[src/rtl/fma_pkg.sv]
// Shared FP32 constants and the controller state encoding for the
// sequential fused multiply-add dot-product initiator.
package fma_pkg;

    localparam int unsigned EXP_W = 8;
    localparam int unsigned MAN_W = 23;
    localparam int unsigned FP_W  = 32;

    localparam logic [FP_W-1:0] FP_POS_ZERO = 32'h0000_0000;

    typedef enum logic [1:0] {
        IDLE = 2'd0,
        WAIT = 2'd1,
        DONE = 2'd2
    } state_e;

endpackage

[src/rtl/fma_dot_seq_if.sv]
// Operand stream, FMA-core bus and result stream of fma_dot_seq.
// The slave modport is the controller's view; master is the environment.
interface fma_dot_seq_if #(
    parameter int unsigned CNT_W = 16
);
    import fma_pkg::*;

    logic             in_valid;
    logic             in_ready;
    logic [FP_W-1:0]  in_a;
    logic [FP_W-1:0]  in_b;
    logic             in_last;
    logic [FP_W-1:0]  fma_a;
    logic [FP_W-1:0]  fma_b;
    logic [FP_W-1:0]  fma_c;
    logic [FP_W-1:0]  fma_d;
    logic             out_valid;
    logic             out_ready;
    logic [FP_W-1:0]  out_data;
    logic [CNT_W-1:0] out_count;

    modport slave (
        input  in_valid, in_a, in_b, in_last, fma_d, out_ready,
        output in_ready, fma_a, fma_b, fma_c, out_valid, out_data, out_count
    );

    modport master (
        output in_valid, in_a, in_b, in_last, fma_d, out_ready,
        input  in_ready, fma_a, fma_b, fma_c, out_valid, out_data, out_count
    );

endinterface

[src/rtl/fma_dot_seq.sv]
// Feeds operand pairs one at a time into an external FMA core, folding each
// result back as the next addend, and returns the sum when the last term lands.
module fma_dot_seq
    import fma_pkg::*;
#(
    parameter int unsigned FMA_LAT = 1,
    parameter int unsigned CNT_W   = 16
) (
    input  logic         clk,
    input  logic         rst,
    fma_dot_seq_if.slave bus
);

    state_e           state_q, state_d;
    logic [FP_W-1:0]  acc_q, acc_d;
    logic [FP_W-1:0]  fma_a_q, fma_a_d;
    logic [FP_W-1:0]  fma_b_q, fma_b_d;
    logic [FP_W-1:0]  fma_c_q, fma_c_d;
    logic             last_q, last_d;
    logic             out_valid_q, out_valid_d;
    logic [FP_W-1:0]  out_data_q, out_data_d;
    logic [CNT_W-1:0] out_count_q, out_count_d;
    logic [CNT_W-1:0] term_q, term_d;
    logic [3:0]       wait_q, wait_d;
    logic             take_s;

    assign take_s = bus.in_valid && (state_q == IDLE);

    assign bus.in_ready  = (state_q == IDLE);
    assign bus.fma_a     = fma_a_q;
    assign bus.fma_b     = fma_b_q;
    assign bus.fma_c     = fma_c_q;
    assign bus.out_valid = out_valid_q;
    assign bus.out_data  = out_data_q;
    assign bus.out_count = out_count_q;

    // Next-state and datapath updates for the IDLE/WAIT/DONE controller
    always_comb begin
        state_d     = state_q;
        acc_d       = acc_q;
        fma_a_d     = fma_a_q;
        fma_b_d     = fma_b_q;
        fma_c_d     = fma_c_q;
        last_d      = last_q;
        out_valid_d = out_valid_q;
        out_data_d  = out_data_q;
        out_count_d = out_count_q;
        term_d      = term_q;
        wait_d      = wait_q;
        case (state_q)
            IDLE: begin
                if (take_s) begin
                    fma_a_d = bus.in_a;
                    fma_b_d = bus.in_b;
                    fma_c_d = acc_q;
                    last_d  = bus.in_last;
                    term_d  = (term_q == {CNT_W{1'b1}}) ? term_q : term_q + {{(CNT_W-1){1'b0}}, 1'b1};
                    wait_d  = 4'(FMA_LAT);
                    state_d = WAIT;
                end else begin
                    state_d = IDLE;
                end
            end
            WAIT: begin
                wait_d = wait_q - 4'd1;
                // wait_q==1 is the edge exactly FMA_LAT edges after operand load
                if (wait_q == 4'd1) begin
                    acc_d = bus.fma_d;
                    if (last_q) begin
                        out_data_d  = bus.fma_d;
                        out_count_d = term_q;
                        out_valid_d = 1'b1;
                        state_d     = DONE;
                    end else begin
                        state_d = IDLE;
                    end
                end else begin
                    state_d = WAIT;
                end
            end
            DONE: begin
                if (bus.out_ready) begin
                    out_valid_d = 1'b0;
                    acc_d       = FP_POS_ZERO;
                    term_d      = {CNT_W{1'b0}};
                    state_d     = IDLE;
                end else begin
                    state_d = DONE;
                end
            end
            default: begin
                state_d = IDLE;
            end
        endcase
    end

    // State and datapath registers with synchronous reset
    always_ff @(posedge clk) begin
        if (rst) begin
            state_q     <= IDLE;
            acc_q       <= FP_POS_ZERO;
            fma_a_q     <= {FP_W{1'b0}};
            fma_b_q     <= {FP_W{1'b0}};
            fma_c_q     <= {FP_W{1'b0}};
            last_q      <= 1'b0;
            out_valid_q <= 1'b0;
            out_data_q  <= {FP_W{1'b0}};
            out_count_q <= {CNT_W{1'b0}};
            term_q      <= {CNT_W{1'b0}};
            wait_q      <= 4'd0;
        end else begin
            state_q     <= state_d;
            acc_q       <= acc_d;
            fma_a_q     <= fma_a_d;
            fma_b_q     <= fma_b_d;
            fma_c_q     <= fma_c_d;
            last_q      <= last_d;
            out_valid_q <= out_valid_d;
            out_data_q  <= out_data_d;
            out_count_q <= out_count_d;
            term_q      <= term_d;
            wait_q      <= wait_d;
        end
    end

endmodule

[src/flat_wrapper.sv]
// flat-port wrapper written by rule: the top's interface ports become plain ports
module fma_dot_seq_flat import fma_pkg::*;
#(
    parameter int unsigned FMA_LAT = 1,
    parameter int unsigned CNT_W   = 16
)
  (clk, rst, bus_in_valid, bus_in_a, bus_in_b, bus_in_last, bus_fma_d, bus_out_ready, bus_in_ready, bus_fma_a, bus_fma_b, bus_fma_c, bus_out_valid, bus_out_data, bus_out_count);
  fma_dot_seq_if #(.CNT_W(CNT_W)) bus_i ();
  input  logic clk;
  input  logic rst;
  input wire logic [$bits(bus_i.in_valid)-1:0] bus_in_valid;
  input wire logic [$bits(bus_i.in_a)-1:0] bus_in_a;
  input wire logic [$bits(bus_i.in_b)-1:0] bus_in_b;
  input wire logic [$bits(bus_i.in_last)-1:0] bus_in_last;
  input wire logic [$bits(bus_i.fma_d)-1:0] bus_fma_d;
  input wire logic [$bits(bus_i.out_ready)-1:0] bus_out_ready;
  output wire logic [$bits(bus_i.in_ready)-1:0] bus_in_ready;
  output wire logic [$bits(bus_i.fma_a)-1:0] bus_fma_a;
  output wire logic [$bits(bus_i.fma_b)-1:0] bus_fma_b;
  output wire logic [$bits(bus_i.fma_c)-1:0] bus_fma_c;
  output wire logic [$bits(bus_i.out_valid)-1:0] bus_out_valid;
  output wire logic [$bits(bus_i.out_data)-1:0] bus_out_data;
  output wire logic [$bits(bus_i.out_count)-1:0] bus_out_count;
  assign bus_i.in_valid = bus_in_valid;
  assign bus_i.in_a = bus_in_a;
  assign bus_i.in_b = bus_in_b;
  assign bus_i.in_last = bus_in_last;
  assign bus_i.fma_d = bus_fma_d;
  assign bus_i.out_ready = bus_out_ready;
  assign bus_in_ready = bus_i.in_ready;
  assign bus_fma_a = bus_i.fma_a;
  assign bus_fma_b = bus_i.fma_b;
  assign bus_fma_c = bus_i.fma_c;
  assign bus_out_valid = bus_i.out_valid;
  assign bus_out_data = bus_i.out_data;
  assign bus_out_count = bus_i.out_count;
  fma_dot_seq #(.FMA_LAT(FMA_LAT), .CNT_W(CNT_W)) u_core (.clk(clk), .rst(rst), .bus(bus_i));
endmodule
[config.mk]
export PLATFORM = sky130hd
export DESIGN_NAME = fma_dot_seq_flat
export DESIGN_NICKNAME = d
export VERILOG_FILES = /design/src/rtl/fma_pkg.sv /design/src/rtl/fma_dot_seq_if.sv /design/src/rtl/fma_dot_seq.sv /design/src/flat_wrapper.sv
export SDC_FILE = /design/constraint.sdc
export NUM_CORES = 1
export LEC_CHECK = 0
export BUFFER_PORTS_ARGS = -buffer_cell sky130_fd_sc_hd__buf_2
export CAP_MARGIN = 30
export CORE_UTILIZATION = 35
export CTS_CLUSTER_SIZE = 28
export DETAILED_ROUTE_END_ITERATION = 6
export PLACE_DENSITY_LB_ADDON = 0.05
export SETUP_SLACK_MARGIN = 0.2
export SLEW_MARGIN = 15
export SYNTH_ARGS = -nofsm -noshare
export SYNTH_HDL_FRONTEND = slang
export SYNTH_SLANG_ARGS = --single-unit
export TNS_END_PERCENT = 10
[constraint.sdc]
create_clock -name clk -period 2.3 [get_ports clk]
set_clock_uncertainty 0.05 [all_clocks]
set_input_delay 0.46 -clock clk [delete_from_list [all_inputs] [get_ports clk]]
set_output_delay 0.46 -clock clk [all_outputs]
set_load 0.1 [all_outputs]
; Word-level counts from Yosys, hierarchy flattened
; Cells that the tools add are included.
[totals]
ff_bits = 200
input_bits = 101
[op_classes]
add_sub_neg = 2
n_eq_ne = 9
muxes = 18
n_reduce_logical = 11
[ops]
columns = op, n
row1 = 2-to-1 mux 32 bit, 2
row2 = case mux 32 bit (2 select lines), 1
row3 = 2-to-1 mux 16 bit, 3
row4 = case mux 16 bit (2 select lines), 1
row5 = adder 16 x 1 -> 16 bit (second input constant), 1
row6 = equality test 16 bit (second input constant), 1
row7 = case mux 4 bit (2 select lines), 1
row8 = AND reduction 4 bit, 2
row9 = 2-to-1 mux 2 bit, 3
row10 = inequality test 2 x 1 -> 1 bit (second input constant), 3
row11 = case mux 2 bit (3 select lines), 1
row12 = AND reduction 3 bit, 2
row13 = nonzero test 2 bit, 3
row14 = equality test 4 x 1 -> 1 bit (second input constant), 1
row15 = 2-to-1 mux 1 bit, 4
row16 = 2-to-1 mux 4 bit, 1
row17 = inequality test 2 bit (second input constant), 2
row18 = AND reduction 2 bit, 2
row19 = subtractor 4 x 1 -> 4 bit (second input constant), 1
row20 = equality test 2 x 1 -> 1 bit (second input constant), 1
row21 = equality test 2 bit (second input constant), 1
row22 = logical NOT 2 bit, 1
row23 = case mux 1 bit (2 select lines), 1
row24 = logical AND 1 bit, 1

; Depth between registers and ports, before layout
; Gate-level depths: netlist of run 1.
[logic_depth]
word_depth = 4
mapped_depth = 8

; Worst setup path before layout of run 1
; OpenSTA, ideal clock, no wires.
[synth_timing]
path_kind = register -> register
from = register u_core.state_q[1]
to = register u_core.fma_c_q[21] (netlist: u_core.bus.fma_c[21])
setup_ns = 0.132
t_arrival_ns = 2.740
t_required_ns = 2.118
setup_slack_ns = -0.622
stages_incl_launch_ff = 8
n_path_buf = 3
synth_period_minus_slack_ns = 2.922
path_cell_list = dfxtp_1 > buf_2 > nor2_1 > nand2_1 > buf_2 > buf_1 > nand2_1 > a21oi_1
[synth_via]
elab_chain_cells = 3
[synth_rtl]
columns = item, line
row1 = "start, declared", fma_dot_seq.sv:14  ; state_e state_q, state_d;
row2 = "start signal, assigned", fma_dot_seq.sv:112  ; state_q <= state_d;
row3 = logical NOT 2 bit (*), n/a
row4 = named net bus_in_ready, flat_wrapper.sv:17  ; output wire logic [$bits(bus_i.in_ready)-1:0] bus_in_ready;
row5 = logical AND 1 bit, fma_dot_seq.sv:27  ; assign take_s = bus.in_valid && (state_q == IDLE);
row6 = AND reduction 2 bit (no line) (*), n/a
row7 = "end signal, assigned", fma_dot_seq.sv:104  ; fma_c_q <= {FP_W{1'b0}};
row8 = "end signal, assigned", fma_dot_seq.sv:116  ; fma_c_q <= fma_c_d;
row9 = "end, declared", fma_dot_seq.sv:18  ; logic [FP_W-1:0] fma_c_q, fma_c_d;
; The timed path passes the listed nets; every way through them passes the cells marked *.
; A chain may end at the register's enable or synchronous reset.

; Worst setup path after layout of run 1
[layout_timing]
from = register u_core.state_q[1]
to = output bus_in_ready
[layout_via]
elab_chain_cells = 1
[layout_rtl]
columns = item, line
row1 = logical NOT 2 bit, fma_dot_seq.sv:29  ; assign bus.in_ready = (state_q == IDLE);
row2 = "end, declared", flat_wrapper.sv:17
; No other way between the ends.

==> out/results.ini, run 1 <==
[logic_synthesis]
yosys_warnings = 0
synth.area.top_cells = dfxtp_1 (54%), nand2_1 (17%), a21oi_1 (13%)
yosysTopAreaCellShare_pct = 54.1
postSynthCellCount = 930
yosys_register_bits = 200
yosys-top-cells-count = nand2_1 (327), dfxtp_1 (200), a21oi_1 (189)
syn_nets = 1034
yosysUniqueCellTypes = 51
yosysTopAreaCell = dfxtp_1
syn_area_um2 = 7400
synth_most_common_cell = nand2_1
synth_seq_area_share_pct = 54.1
synth_edf_count = 0
synth.avg_cell_area_um2 = 7.96
ys_async_sr_fraction_pct = 0
synthFlopType = dfxtp_1

[place]
place_area_um2 = 8960
hpwlAfterDp_um = 14100
place.gp.congestion = 0.758
port_buffers = 246

[timing]
finalHoldViolCount = 0
min_period_ns = 2.02
fmax_mhz = 494
rsz0062_at_grt = false
tns_ns = 0
finalCritPeriodShare_pct = 88.0
holdWs_ns = 0.206
worst_slew_pin_slew_ns = 0.538
maxSlewViolCount = 0
maxSlewHeadroom_pct = 64.0
setup_viol = 0

[setup_path]
path_max_fanout = 10
path_class = flip-flop to output pin
start_kind = flip-flop
crit_chain = nor2_4 -> buf_2
cp_slowest_cell = buf_2
crit_required_ns = 1.79
worstPathArrival_ns = 1.51
cp_slowest_stage_delay_ns = 0.45
critPathCaptureType = output pin

[die]
design.die.area_um2 = 21700
die_h_um = 147
initial_utilization_pct = 36.1
io_pins = 247
die-width_um = 147
core_area_um2 = 20500
rows = 52

[clock_network]
clock-root-buffer = clkbuf_16
clk_latency_ns = 0.43
clk_pin_slew_ns = 0.08
ctsLongestPathBuffers = 2
tritoncts = done
post-cts-setup-buffers = 0
numCtsBuffers = 17
ctsHtreeMaxLevel = 4
cts-hold-fix-buffers = 0
clkSinkCount = 200

[finish]
fin_area_um2 = 9560
fillCellCount = 2132
area_growth_pct = 29.2
diodes = 0
final_util_pct = 46.7
layout-drive-gt1-share_pct = 27.5
layout.nets = 1252

[detailed_routing]
route.detailed.drc = 0
vias = 6901
drt_iter0_drc = 249
post_drt_wl_per_cell_um = 14.9
finalWirelength_um = 21300
dr.pass1.iters = 4
ant_nets = 0
via_per_inst = 4.82

[power_and_ir_drop]
leakagePower_nw = 4.01
peakVddDrop_mv = 0.457
power_density_nw_per_um2 = 832
finalPower_mw = 7.96

[global_routing]
grt_max_degree = 66
grt_antenna_before_repair = 0
grt_pass1_wl_um = 34100
grt_use_total_pct = 19.7
grt_overflow = 0
grt_pass1_vias = 6453

[job]
max-cap-violations = 0

[min_path]
hp-class = input pin to flip-flop

[outcome]
status = finished clean

-- worst paths after layout --
check / start / end / slack, ns / depth (start not counted)
max reg2reg: u_core.state_q[1] / u_core.term_q[1] / 0.37 / 4
max: u_core.state_q[1] / bus_in_ready / 0.28 / 2
min reg2reg: u_core.acc_q[19] / u_core.acc_q[19] / 0.40 / 2
min: bus_in_a[2] / u_core.bus.fma_a[2] / 0.21 / 3
-- worst max-delay path: cells and delay by family, from the launching register on --
family        cells  cell delay (ns)
buf+inv           1             0.45
flops             1             0.44
simple gates      1             0.20
-- cell families after synthesis --
| family | after synthesis | share of synthesized area, % |
|---|---|---|
| AND/OR/NAND/NOR | 411 | 23.0 |
| AO/OA/AOI/OAI | 233 | 17.6 |
| flip-flops | 200 | 54.1 |
| buffers and inverters | 81 | 4.53 |
| adder cells (fa/ha/maj) | 3 | 0.507 |
| multiplexers | 2 | 0.287 |
-- routing by layer --
| metal | wire length, um | global-route usage (%) |
|---|---|---|
| met5 | 0 | 0 |
| met4 | 191 | 4.79 |
| met3 | 1350 | 5.99 |
| met2 | 10100 | 32.2 |
| met1 | 9700 | 25.3 |
-- repair_timing --
action,in CTS,in global routing
resized for setup,0,2
setup endpoints to repair,0,3
endpoints found under the hold margin,0,0
-- registers in the layout (all words and copies together), names as in the netlist --
name,count
u_core.term_q,16
u_core.bus.fma_b,32
u_core.state_q,2
u_core.wait_q,4
u_core.bus.out_valid,1
u_core.bus.fma_a,32
u_core.bus.out_data,32
u_core.bus.out_count,16
u_core.bus.fma_c,32
u_core.acc_q,32
u_core.last_q,1
-- report_power, final --
group          total [mW]  switching (mW)  internal (mW)
combinational        1.28            1.01          0.269
clock                3.04            1.45           1.59
sequential           3.64          0.0629           3.58
-- through the flow --
step	std cells	setup WS, ns
floorplan	930	0.357
global placement	1399	0.315
detailed placement	1399	0.252
CTS	1431	0.210
global route	1431	0.212
finish	1431	0.276
-- cell type report --
class	count	area [um2]	area share [%]
Tap cell	270	338	3.53
Timing Repair Buffer	270	1480	15.5
Multi-Input combinational cell	649	3110	32.5
Clock inverter	13	154	1.61
Inverter	10	37.5	0.392
Sequential cell	200	4000	41.9
Clock buffer	19	443	4.63
-- cells in the final DEF, fill, tap and decap left out, types with 3 or more instances in the layout --
| master | Yosys | layout |
|---|---|---|
| a31oi_1 | 6 | 6 |
| o21ai_0 | 5 | 5 |
| o211ai_1 | 4 | 4 |
| inv_6 | 0 | 3 |
| nor2_1 | 13 | 12 |
| buf_4 | 0 | 19 |
| nor2b_1 | 4 | 4 |
| nand3_1 | 39 | 37 |
| dfxtp_1 | 200 | 200 |
| nand2_1 | 327 | 326 |
| a311oi_1 | 4 | 4 |
| a211oi_1 | 6 | 6 |
| ha_1 | 3 | 3 |
| nor3_1 | 6 | 6 |
| a21oi_1 | 189 | 189 |
| buf_12 | 0 | 5 |
| inv_8 | 0 | 5 |
| inv_1 | 10 | 10 |
| clkbuf_16 | 0 | 17 |
| and3_1 | 5 | 4 |
| buf_2 | 12 | 245 |
(Power assumes the default switching activity.)
==> run 2, diff against run 1 <==
CORE_ASPECT_RATIO = 0.75   (was unset)
==> run 2 against run 1 <==
Cell count rose by 0.84%. Hold slack got worse by 0.011 ns. Setup slack gained 0.065 ns. Count of clock-buffer cells in the layout is 1 lower. Critical path depth did not move. Sequential power about the same. Via count increased by 0.43%.
==> out/results.ini, run 2 (synthesized netlist as in run 1, its figures left out) <==
[power_and_ir_drop]
leakagePower_nw = 4.00  ; -0.15%
power_density_nw_per_um2 = 820  ; -1.4%
finalPower_mw = 7.85  ; -1.4%
peakVddDrop_mv = 0.374  ; -18%

[detailed_routing]
vias = 6931  ; +0.43%
dr.pass1.iters = 5  ; +1
ant_nets = 0  ; unchanged
post_drt_wl_per_cell_um = 15.2  ; +2.2%
via_per_inst = 4.80  ; -0.40%
route.detailed.drc = 0  ; unchanged
drt_iter0_drc = 403  ; +62%
finalWirelength_um = 21900  ; +3.0%

[place]
place_inst = 1411  ; +0.86%
port_buffers = 246  ; unchanged
hpwlAfterDp_um = 14600  ; +3.7%
place.gp.congestion = 0.853  ; +12%
pre_cts_ws_ns = 0.226  ; -0.0259 ns
place_area_um2 = 8980  ; +0.31%

[clock_network]
clk_latency_ns = 0.44  ; about the same
numCtsBuffers = 17  ; unchanged
tritoncts = done
ctsHtreeMaxLevel = 4  ; unchanged
clkSinkCount = 200  ; unchanged
cts-hold-fix-buffers = 0  ; unchanged
ctsLongestPathBuffers = 2  ; unchanged
clock-root-buffer = clkbuf_16
clk_pin_slew_ns = 0.08  ; about the same

[job]
max-cap-violations = 0  ; unchanged

[timing]
maxSlewViolCount = 0  ; unchanged
finalHoldViolCount = 0  ; unchanged
finalCritPeriodShare_pct = 85.2  ; -2.8 points
setup_viol = 0  ; unchanged
fmax_mhz = 510  ; +3.3%
rsz0062_at_grt = true
tns_ns = 0  ; unchanged
worst_slew_pin_slew_ns = 0.582  ; +0.0440 ns
holdWs_ns = 0.195  ; -0.0114 ns
maxSlewHeadroom_pct = 61.0  ; -3.0 points
setup_ws_ns = 0.341  ; +0.0646 ns
min_period_ns = 1.96  ; -0.0646 ns

[setup_path]
path_max_fanout = 7  ; -3
start_kind = flip-flop
cp_slowest_stage_delay_ns = 0.44  ; about the same
path_buf_inv = 1  ; unchanged
r2r-start = u_core.term_q[0]
path_class = flip-flop to output pin
worstPathArrival_ns = 1.45  ; -0.06 ns
crit_chain = nor2_4 -> buf_2
cp-startpoint = u_core.state_q[0]
cp_top_family = buffers and inverters
critPathCaptureType = output pin
cp_slowest_cell = buf_2
crit_required_ns = 1.79  ; about the same

[finish]
multi_input_area_um2 = 3110  ; about the same
diodes = 0  ; unchanged
layout-drive-gt1-share_pct = 27.6  ; +0.17 points
final_util_pct = 46.7  ; unchanged
layout.nets = 1252  ; unchanged
fin_area_um2 = 9560  ; unchanged
seq_area_um2 = 4010  ; about the same
area_growth_pct = 29.2  ; unchanged
final_cell_mix = nand2_1 (326), buf_2 (245), dfxtp_1 (199)
final_common_cell = nand2_1
fillCellCount = 2182  ; +2.3%
fin_cells = 1443  ; +0.84%

[global_routing]
grt_pass1_vias = 6412  ; -0.64%
grt_antenna_before_repair = 0  ; unchanged
grt_pass1_wl_um = 34400  ; +0.95%
grt_use_total_pct = 20.3  ; +0.57 points
grt_overflow = 0  ; unchanged
grt_max_degree = 71  ; +7.6%

[outcome]
status = finished clean

[die]
core_area_um2 = 20500  ; unchanged
rows = 45  ; -13%
design.die.area_um2 = 21700  ; about the same
die-width_um = 170  ; +15%
initial_utilization_pct = 36.1  ; unchanged
die_h_um = 128  ; -13%
io_pins = 247  ; unchanged

[min_path]
hold_start = bus_in_b[15]
hp-class = input pin to flip-flop

==> run 2: changes by cell type in the layout (fill, tap and decap cells not counted), sizes merged <==
cell      before  now
clkinv         3    8
inv           18   16
bufinv         1    0
clkbuf        19   18
clkinvlp       1    0
==> run 2: worst paths after layout <==
path                               end  cells after the start  slack (ns)
setup / recovery          bus_in_ready                      2        0.34
hold / removal    u_core.bus.fma_b[15]                      3        0.19
setup reg to reg      u_core.term_q[2]                      5        0.35
hold reg to reg   u_core.bus.fma_c[17]                      2        0.40
==> run 2: worst register-to-register path, cell delays in order, from the launching register on <==
cell     delay [ns]
dfxtp_1        0.42
ha_1           0.27
nand3_2        0.17
or3_4          0.49
o221a_1        0.26
o32ai_1        0.21
==> run 2: final cells by class <==
class	instances	share of cell area, %
clock buffer	18	4.49
sequential	200	41.9
tap	282	3.69
multi-input combinational	649	32.5
clock inverter	14	1.43
timing repair buffer	270	15.6
inverter	10	0.392
==> run 2: metal layers <==
layer | share of wire, % | wire [um] | global-route usage, % | vias to the layer above
li1 | - | - | - | 3530
met5 | 0 | 0 | 0 | -
met4 | 0.65 | 142 | 5.62 | 0
met3 | 8.0 | 1750 | 7.04 | 14
met1 | 48 | 10500 | 27.4 | 3183
met2 | 44 | 9570 | 30.4 | 204
==> run 2: repair_timing <==
action | CTS | global route
buffers inserted | 0 | 0
setup endpoints to repair | 0 | 9
gates resized for setup | 0 | 4
==> run 2: power by group <==
part	internal (mW)	total [mW]	switching, mW
Combinational	0.271	1.28	1.01
Sequential	3.58	3.64	0.0641
Clock	1.44	2.92	1.48
==> run 3, diff against run 2 <==
CTS_BUF_LIST = sky130_fd_sc_hd__clkbuf_8   (was unset)
==> run 3 against run 2 <==
Register-to-register slack got worse by 0.02 ns. Core utilization decreased by 0.93 points. Highest routed layer unchanged. Sequential power about the same. Largest power group unchanged. Critical endpoint unchanged. Critical path type unchanged.
==> out/results.ini, run 3 (synthesized netlist as in run 1, its figures left out) <==
[place]
port_buffers = 246  ; unchanged
pre_cts_ws_ns = 0.226  ; unchanged
hpwlAfterDp_um = 14600  ; unchanged
place.gp.congestion = 0.853  ; unchanged

[clock_network]
numCtsBuffers = 17  ; unchanged
clkSinkCount = 200  ; unchanged
tritoncts = done
cts-hold-fix-buffers = 0  ; unchanged
clock-root-buffer = clkbuf_8
clk_latency_ns = 0.47  ; +0.03 ns
post-cts-setup-buffers = 0  ; unchanged
ctsHtreeMaxLevel = 4  ; unchanged
ctsLongestPathBuffers = 2  ; unchanged
clk_pin_slew_ns = 0.12  ; +0.04 ns
ctsResizeCount = 1  ; +1

[detailed_routing]
finalWirelength_um = 21800  ; -0.51%
vias = 6903  ; -0.40%
post_drt_wl_per_cell_um = 15.1  ; -0.51%
via_per_inst = 4.78  ; -0.40%
route.detailed.drc = 0  ; unchanged
dr.pass1.iters = 4  ; -1
drt_iter0_drc = 372  ; -7.7%
ant_nets = 0  ; unchanged

[global_routing]
grt_pass1_vias = 6391  ; -0.33%
grt_antenna_before_repair = 0  ; unchanged
grt_use_total_pct = 20.2  ; -0.082 points
grt_overflow = 0  ; unchanged
grt_pass1_wl_um = 34400  ; about the same
grt_max_degree = 71  ; unchanged

[power_and_ir_drop]
peakVddDrop_mv = 0.352  ; -5.9%
finalPower_mw = 7.11  ; -9.3%
switching_power_mw = 2.46  ; -3.6%
leakagePower_nw = 3.92  ; -2.1%
switching_share_pct = 34.6  ; +2.1 points
power_density_nw_per_um2 = 759  ; -7.5%
seq_power_share_pct = 51.2  ; +4.8 points
clock_power_share_pct = 30.7  ; -6.5 points
internal_power_mw = 4.65  ; -12%
combPwrFrac_pct = 18.0  ; +1.6 points

[die]
design.die.area_um2 = 21700  ; unchanged
die_h_um = 128  ; unchanged
die-width_um = 170  ; unchanged
io_pins = 247  ; unchanged
initial_utilization_pct = 36.1  ; unchanged
rows = 45  ; unchanged
core_area_um2 = 20500  ; unchanged

[finish]
seq_area_um2 = 4010  ; unchanged
multi_input_area_um2 = 3110  ; unchanged
final_cell_mix = nand2_1 (326), buf_2 (245), dfxtp_1 (199)
fillCellCount = 2205  ; +1.1%
diodes = 0  ; unchanged
layout-drive-gt1-share_pct = 27.6  ; unchanged
layout.nets = 1252  ; unchanged
area_growth_pct = 26.6
final_common_cell = nand2_1

[timing]
tns_ns = 0  ; unchanged
maxSlewHeadroom_pct = 62.0  ; +1.0 points
setup_ws_ns = 0.299  ; -0.0415 ns
finalHoldViolCount = 0  ; unchanged
fmax_mhz = 500  ; -2.1%
min_period_ns = 2.00  ; +0.0415 ns
finalCritPeriodShare_pct = 87.0  ; +1.8 points
worst_slew_pin_slew_ns = 0.567  ; -0.0150 ns
maxSlewViolCount = 0  ; unchanged
rsz0062_at_grt = true
setup_viol = 0  ; unchanged

[outcome]
status = finished clean

[setup_path]
path_max_fanout = 7  ; unchanged
critPathCaptureType = output pin
worstPathArrival_ns = 1.49  ; +0.04 ns
path_class = flip-flop to output pin
crit_required_ns = 1.79  ; about the same
start_kind = flip-flop

[min_path]
hp-class = input pin to flip-flop

[job]
max-cap-violations = 0  ; unchanged

run 3: layer usage:
metal	wire length, um	vias to the layer above	GRT usage [%]
met5	0	-	0
met4	148	0	4.98
met3	1660	11	6.88
met2	9430	185	30.5
met1	10600	3175	27.4
li1	-	3532	-
run 3: final cells by class:
class	instances	share of cell area [%]
sequential	200	42.7
multi-input combinational	649	33.2
timing repair buffer	270	15.9
tap	282	3.76
clock buffer	17	2.50
clock inverter	15	1.50
inverter	10	0.400
run 3: metrics by stage:
step	utilization, %	instances	hold WS (ns)	area (um2)
2_1_floorplan	-	930	0.382	7410
3_3_place_gp	43.8	1411	0.389	8980
3_5_place_dp	43.8	1411	0.393	8980
4_1_cts	45.7	1443	0.123	9360
5_1_grt	45.7	1443	0.123	9370
6_report	45.7	1443	0.154	9370
run 3: path summary, 6_finish.rpt:
| kind | startpoint | endpoint | slack, ns | cells after the start |
|---|---|---|---|---|
| worst min-delay path | bus_in_b[29] | u_core.bus.fma_b[29] | 0.15 | 3 |
| worst min register to register | u_core.acc_q[17] | u_core.bus.fma_c[17] | 0.40 | 2 |
| worst max-delay path | u_core.state_q[0] | bus_in_ready | 0.30 | 2 |
| worst max register to register | u_core.term_q[0] | u_core.term_q[2] | 0.33 | 5 |
run 3: power by group through the flow:
stage	combinational, mW	sequential [mW]	clock [mW]
6_report	1.28	3.64	2.18
3_5_place_dp	1.29	3.72	0
4_1_cts	1.30	3.65	2.26
5_1_grt	1.37	3.66	2.39
3_3_place_gp	1.29	3.72	0
2_1_floorplan	0.353	4.32	0
run 3: worst max-delay path, cell delays in order (launching register included):
cell and delay [ns]:
dfxtp_1 0.42, nor2_4 0.17, buf_2 0.44
